**src/rtl/imem_access_arbiter.sv**
```systemverilog
// imem_access_arbiter
// Shares one single-port synchronous instruction memory between the fetch
// stage (reads) and the program loader (writes). One grant per cycle; fetch
// responses return through a one-entry buffer with valid/ready backpressure.
//
// Ports:
//   clk, reset                      clock, asynchronous active-high reset
//   fetch_req_valid/ready, fetch_pc fetch request (byte address)
//   fetch_rvalid/rready             fetch response handshake
//   fetch_rdata, fetch_rerr         instruction word / bad-address flag
//   load_req_valid/ready            loader write request
//   load_addr, load_wdata           loader byte address / data
//   load_err                        pulse: previous accepted write was dropped
//   mem_en, mem_we, mem_addr,
//   mem_wdata, mem_rdata            memory command and 1-cycle read data
module imem_access_arbiter #(
  parameter int unsigned IDX_WIDTH        = 10,
  parameter int unsigned MAX_FETCH_STREAK = 4
) (
  input  logic                 clk,
  input  logic                 reset,
  input  logic                 fetch_req_valid,
  output logic                 fetch_req_ready,
  input  logic [31:0]          fetch_pc,
  output logic                 fetch_rvalid,
  input  logic                 fetch_rready,
  output logic [31:0]          fetch_rdata,
  output logic                 fetch_rerr,
  input  logic                 load_req_valid,
  output logic                 load_req_ready,
  input  logic [31:0]          load_addr,
  input  logic [31:0]          load_wdata,
  output logic                 load_err,
  output logic                 mem_en,
  output logic                 mem_we,
  output logic [IDX_WIDTH-1:0] mem_addr,
  output logic [31:0]          mem_wdata,
  input  logic [31:0]          mem_rdata
);

  localparam int unsigned STREAK_W = (MAX_FETCH_STREAK < 1) ? 1 : $clog2(MAX_FETCH_STREAK + 1);
  localparam int unsigned ADDR_TOP = IDX_WIDTH + 2;

  logic                r_rvalid;     // response slot occupied
  logic                r_rerr;       // slot holds an error response
  logic                r_from_mem;   // slot data is live on mem_rdata (first response cycle)
  logic [31:0]         r_hold_data;  // captured word once the response stalls
  logic [STREAK_W-1:0] r_streak;
  logic                r_load_err;

  logic w_fetch_bad;
  logic w_load_bad;
  logic w_fetch_elig;
  logic w_load_win;
  logic w_fetch_win;
  logic w_consumed;

  // Bad address: misaligned or beyond the memory depth.
  assign w_fetch_bad = (fetch_pc[1:0] != 2'b00) || ((fetch_pc >> ADDR_TOP) != 32'd0);
  assign w_load_bad  = (load_addr[1:0] != 2'b00) || ((load_addr >> ADDR_TOP) != 32'd0);

  assign w_consumed   = r_rvalid && fetch_rready;
  assign w_fetch_elig = !r_rvalid || fetch_rready;

  // Arbitration: loader wins when the fetch streak is exhausted or fetch cannot go.
  always_comb begin
    w_load_win  = 1'b0;
    w_fetch_win = 1'b0;
    if (!reset) begin
      w_load_win  = load_req_valid &&
                    ((r_streak == STREAK_W'(MAX_FETCH_STREAK)) || !w_fetch_elig || !fetch_req_valid);
      w_fetch_win = !w_load_win && fetch_req_valid && w_fetch_elig;
    end
  end

  assign fetch_req_ready = w_fetch_win;
  assign load_req_ready  = w_load_win;

  // Memory command follows the grant; bad addresses never reach the array.
  always_comb begin
    mem_en    = 1'b0;
    mem_we    = 1'b0;
    mem_addr  = '0;
    mem_wdata = '0;
    if (w_fetch_win && !w_fetch_bad) begin
      mem_en   = 1'b1;
      mem_addr = fetch_pc[IDX_WIDTH+1:2];
    end else if (w_load_win && !w_load_bad) begin
      mem_en    = 1'b1;
      mem_we    = 1'b1;
      mem_addr  = load_addr[IDX_WIDTH+1:2];
      mem_wdata = load_wdata;
    end
  end

  // Response slot, hold register, streak counter and loader error pulse.
  always_ff @(posedge clk or posedge reset) begin
    if (reset) begin
      r_rvalid    <= 1'b0;
      r_rerr      <= 1'b0;
      r_from_mem  <= 1'b0;
      r_hold_data <= '0;
      r_streak    <= '0;
      r_load_err  <= 1'b0;
    end else begin
      r_load_err <= w_load_win && w_load_bad;

      if (w_fetch_win) begin
        r_rvalid   <= 1'b1;
        r_rerr     <= w_fetch_bad;
        r_from_mem <= !w_fetch_bad;
        if (w_fetch_bad) r_hold_data <= '0;
      end else if (w_consumed) begin
        r_rvalid   <= 1'b0;
        r_rerr     <= 1'b0;
        r_from_mem <= 1'b0;
      end else if (r_rvalid && r_from_mem) begin
        // Stalled: freeze the word so later writes cannot change it.
        r_hold_data <= mem_rdata;
        r_from_mem  <= 1'b0;
      end

      if (!load_req_valid || w_load_win) begin
        r_streak <= '0;
      end else if (w_fetch_win && (r_streak != STREAK_W'(MAX_FETCH_STREAK))) begin
        r_streak <= r_streak + STREAK_W'(1);
      end
    end
  end

  assign fetch_rvalid = r_rvalid;
  assign fetch_rerr   = r_rvalid && r_rerr;
  assign fetch_rdata  = !r_rvalid ? 32'd0 : (r_from_mem ? mem_rdata : r_hold_data);
  assign load_err     = r_load_err;

endmodule
```
**config.mk**
```make
export PLATFORM = sky130hd
export DESIGN_NAME = imem_access_arbiter
export DESIGN_NICKNAME = d
export VERILOG_FILES = /design/src/rtl/imem_access_arbiter.sv
export SDC_FILE = /design/constraint.sdc
export NUM_CORES = 1
export LEC_CHECK = 0
export CORE_MARGIN = 2
export CORE_UTILIZATION = 25
export CTS_BUF_LIST = sky130_fd_sc_hd__clkbuf_8
export CTS_CLUSTER_DIAMETER = 40
export DETAILED_ROUTE_END_ITERATION = 7
export GPL_ROUTABILITY_DRIVEN = 0
export GPL_TIMING_DRIVEN = 1
export PLACE_DENSITY = 0.78
export SLEW_MARGIN = 0
export SYNTH_ARGS = -nofsm -noshare
export SYNTH_HDL_FRONTEND = slang
export SYNTH_SLANG_ARGS = --single-unit
```
**constraint.sdc**
```tcl
create_clock -name clk -period 3.3 [get_ports clk]
set_input_delay 0.66 -clock clk [delete_from_list [all_inputs] [get_ports clk]]
set_output_delay 0.66 -clock clk [all_outputs]
set_load 0.03 [all_outputs]
```
# Word level (Yosys, flattened, before mapping)
# Cells that the tools add are included.
# totals
ff_bits	39
latchBits	0
ram_bits	0
rom_bits	0
inputBits	133
out_inout_bits	81
wordCells	66
memories	0
# op_classes
add_sub_neg	1
multipliers	0
n_div	0
order_cmp	0
n_eq_ne	4
shifts	0
mux	23
bitwise	0
reduce_logical	32
# ops
operator	n
32-bit two-way mux	8
32-bit nonzero test	2
10-bit two-way mux	2
1-bit two-way mux	11
1-bit logical AND	10
2-bit nonzero test	5
1-bit logical NOT	7
1-bit logical OR	6
3-bit two-way mux	2
2-bit != test, second input constant	2
3-bit by 1-bit adder with 3-bit output, second input constant	1
3-bit == test, second input constant	1
3-bit != test, second input constant	1
3-bit AND reduction	1
3-bit nonzero test	1

# Depth between registers and ports, before layout
# depth
word_depth	13
depth_mapped	7
ltp_nobuf	6

# Worst setup path after synthesis
# OpenSTA, ideal clock, no wires.
# synth_path
kind	input -> output
from	input port reset
to	output port mem_wdata[22]
arrival_ps	2830
slack_ps	-190
stages	5
n_path_buf	1
cell_sequence	inv_1 > nand2_1 > nor4b_4 > buf_6 > and2_1
# synth_via
elab_chain_len	4
elab_cells_between_ends	6
classes_between	4 x mux; 2 x reduce/logical
# synth_rtl
element	line	text
start, declared	21	input logic reset,
1-bit two-way mux	69	if (!reset) begin
1-bit logical AND	88	end else if (w_load_win && !w_load_bad) begin
32-bit two-way mux	88	
32-bit two-way mux *	85	if (w_fetch_win && !w_fetch_bad) begin
end, declared	37	output logic [31:0] mem_wdata,
# Mark *: on every way between the ends. The rest lies on a longest branch, timed or not.

# Worst setup path after layout
# layout_path
from	input port load_addr[1]
to	output port mem_wdata[27]
# layout_via
elab_chain_len	6
# layout_rtl
element	line	text
start, declared	31	input logic [31:0] load_addr,
2-bit nonzero test	60	assign w_load_bad = (load_addr[1:0] != 2'b00) || ((load_addr >> ADDR_TOP) != 32'd0);
1-bit logical OR	60	
1-bit logical NOT	88	
1-bit logical AND	88	
32-bit two-way mux	88	
32-bit two-way mux	85	
# Every way passes these cells.

==> metrics.md <==
| Metric | Value |
|---|---|
| Outcome | finished, final reports clean |
| Kind of end point of the critical path | primary output |
| Post-layout power | 1.14 mW |
| Worst Clk Skew | 8.15 ps |
| Async SR Flop Fraction | 100% |
| Max Slew Vio Count | 0 |
| Part of the power in registers | 42.6% |
| TritonCTS clock tree | done |
| Dpl hpwl | 8410 microns |
| Clock tree root driver cell | clkbuf_8 |
| Distinct cells, synth | 28 |
| Setup CP Type | input pin to primary output |
| Busiest layer in global routing | met2 |
| Clock period minus final worst setup slack | 3280 ps |
| Antenna fix cells | 0 |
| Number of buffer cells added on primary ports | 213 |
| Number of standard-cell rows in the floorplan | 36 |
| Reg2Reg Launch Point | r_from_mem |
| Internal power | 0.887 mW |
| Die X | 105 microns |
| Data arrival time of the critical path | 2620 ps |
| Avg Vias per Cell | 4.56 |
| Syn_nets | 452 |
| Post-place instance area | 0.00491 sq mm |
| Post-Syn Area | 0.00256 sq mm |
| H-tree levels | 2 |
| Layout filler cell count | 863 |
| Pin count of the biggest net entering global routing | 34 |
| Synth area leaders | dfrtp_1 38%, mux2i_1 12%, nand2_1 11%, and2_1 8.3%, o21ai_0 6.4% |
| Drt wl/cell | 16.2 microns |
| First-pass GRT wire length | 15800 microns |
| GRT met3 Usage | 5.69% |
| Highest fanout seen on the critical path | 14 |
| Library cell with the largest summed area after synthesis | dfrtp_1 |
| Quantity of hold-fixing buffers added after cts | 0 |
| Post-Syn Instances | 317 |
| Largest delay share family, worst path | simple AND/OR/NAND/NOR gates |
| Most repeated cell in the gate-level netlist after synthesis | nand2_1 |
| DRC violations left | 0 |
| Overall die height | 105 microns |
| Remaining max-slew budget at the tightest pin | 30.5% |
| Maximum clock path buffer count | 2 |
| Sinks on Clock Net | 39 |
| Total number of vias | 3053 |
| Area of the core region | 0.00986 sq mm |
| Number of design-rule violations left by the first detailed-router iteration | 135 |
| Most frequently used flop master after synthesis | dfrtp_1 |
| Number of violations of the max-capacitance limit | 0 |
| Fraction of the yosys area taken by sequential cells | 38.1% |
| Leakage component of the power | 2.16 nW |
| Number of warning messages in the yosys log | 0 |
| Die footprint | 0.0111 sq mm |
| Worst slack, placed | 16.6 ps |
| GRT Residual Overflow | 0 |
| Most Frequent Cell on Critical Path | buf_6 |
| Final Cell Area | 0.00525 sq mm |
| Gr usage total | 17.9% |
| Number of buffers inserted during clock tree synthesis | 5 |
| Total buffers and inverters traversed by the critical path | 4 |
| Initial antenna violation count | 0 |
| Setup WS post-layout | 23.2 ps |
| Number of global-route vias before repair | 2929 |
| Largest stage delay, worst path | 450 ps |
| Post-DRT Antenna Nets | 0 |
| Top cells by count, synth | 72 x nand2_1, 39 x dfrtp_1, 36 x nor2_1, 34 x and2_1, 33 x o21ai_0 |
| Fraction of final layout cells sized beyond drive strength 1 | 19.0% |
| Initial core utilization | 26.0% |
| Measured slew at the worst slew-check pin | 1040 ps |
| Hold_sp | r_hold_data[24] |
| Final period util | 99.3% |
| Met1 demand-to-capacity share in global routing | 23.2% |
| Sum of routed wire length over all layers | 10900 microns |
| Top cell type's share of synthesized area | 38.1% |
| P_sw | 0.256 mW |
| Worst IR Drop VDD | 0.125 mV |
| Grt met2 use | 29.0% |
| Iteration count of the initial detailed-routing pass | 4 |
| Synthesis-to-finish area growth | 105% |
| Final setup violating endpoints | 0 |
| Clock latency on the worst-skew pair | 280 ps |
| Critical Path Source | load_addr[1] |
| Max Clock Freq | 0.305 GHz |
| Number of flops mapped to enable cells by yosys | 0 |
| Power per cell area | 218 mW/mm^2 |
| Clock-pin slew on the worst setup and hold paths | 70 ps |
| Critical Path Slowest Stage Cell | clkdlybuf4s50_1 |
| Cell Count, Final, Fillers Out | 670 |
| Nature of the critical path startpoint | input pin |
| Part of the total power dissipated in combinational logic | 21.8% |
| Hold Crit Class | flip-flop to flip-flop |
| Post-synthesis average cell area | 8.09 sq um |
| Net switching share of the total power | 22.4% |
| Number of hold violations in the final report | 0 |
| Cell Count Post-Placement | 653 |
| Worst Hold Margin | 531 ps |
| Post-layout nets | 671 |
| Ordered cell list for the critical path | clkdlybuf4s50_1, nor4_2, nand4_1, nor4b_4, buf_6, buf_12, and2_4, buf_6 |
| Critical Path RT | 2640 ps |
| Flip-flop and latch count after synthesis | 39 |
| Top Ports | 214 |
| Clock power share | 35.7% |
layout make-up:
type	count	area [sq um]	share of cell area, %
clock inverter	2	35.0	0.667
tap	133	166	3.17
clock buffer	6	82.6	1.57
inverter	6	26.3	0.500
multi-input combinational	250	1530	29.1
timing repair buffer	234	2440	46.4
sequential	39	977	18.6
cells in the final DEF (no fill, tap or decap), types with 8 or more instances in the layout:
master           synthesis  final
mux2i_1                 32     32
dfrtp_1                 39     38
a22o_1                  10      8
buf_12                   0     15
buf_4                    0     37
o21ai_0                 33     33
and2_1                  34     20
nor2_1                  36     36
nand2_1                 72     72
and2_4                   0     14
dlymetal6s2s_1           0      8
clkdlybuf4s50_1          0    161
buf_6                    4     12
repair_timing:
| action | in CTS | in global routing |
|---|---|---|
| endpoints found under the hold margin | 0 | 0 |
| setup endpoints to repair | 0 | 43 |
| resized for setup | 0 | 50 |
| buffers inserted | 0 | 6 |
sequential cells by signal, summed over array words and instances, names as in the netlist:
name          flops
fetch_rvalid      1
r_from_mem        1
r_streak          3
r_hold_data      32
r_rerr            1
load_err          1
worst paths after layout:
check	end	slack [ps]	cells past startpoint
setup / recovery	mem_wdata[27]	20	8
hold / removal	r_hold_data[24]	530	2
setup reg to reg	r_hold_data[17]	1380	5
hold reg to reg	r_hold_data[24]	530	2
max in group asynchronous	r_hold_data[19]	2100	3
min in group asynchronous	r_streak[1]	880	3
stage by stage:
stage / setup TNS (ps) / util, %
6_report: 0 / 53.3
2_1_floorplan: 0 / -
5_1_grt: -226 / 53.3
3_5_place_dp: 0 / 49.8
4_1_cts: 0 / 51.0
3_3_place_gp: 0 / 49.8
tightest hold or removal path, delay by kind of cell, from the launching register on:
family,cells,cell delay [ps]
AOI/OAI and AO/OA,1,60
DFF,1,380
and+or+nand+nor,1,60
cell families after synthesis:
logic type                 count (synthesis)  share of synthesized area (%)
buffers and inverters                     28                           5.47
adders and majority gates                  2                          0.976
AOI/OAI and AO/OA                         49                           11.7
and+or+nand+nor                          167                           31.3
muxes                                     32                           12.5
DFF                                       39                           38.1
power by group through the flow:
stage          Combinational [mW]  Sequential [mW]  Clock, mW
6_report                    0.249            0.487      0.408
5_1_grt                     0.266            0.487      0.445
4_1_cts                     0.245            0.487      0.423
3_5_place_dp                0.244            0.496          0
3_3_place_gp                0.241            0.496          0
2_1_floorplan              0.0467            0.498          0
layer usage:
metal	wire, microns	vias to the layer above
li1	-	1505
met1	4780	1405
met2	5100	127
met3	826	16
met4	161	0
met5	0	-
No activity file was read; power rests on OpenSTA's default activity.
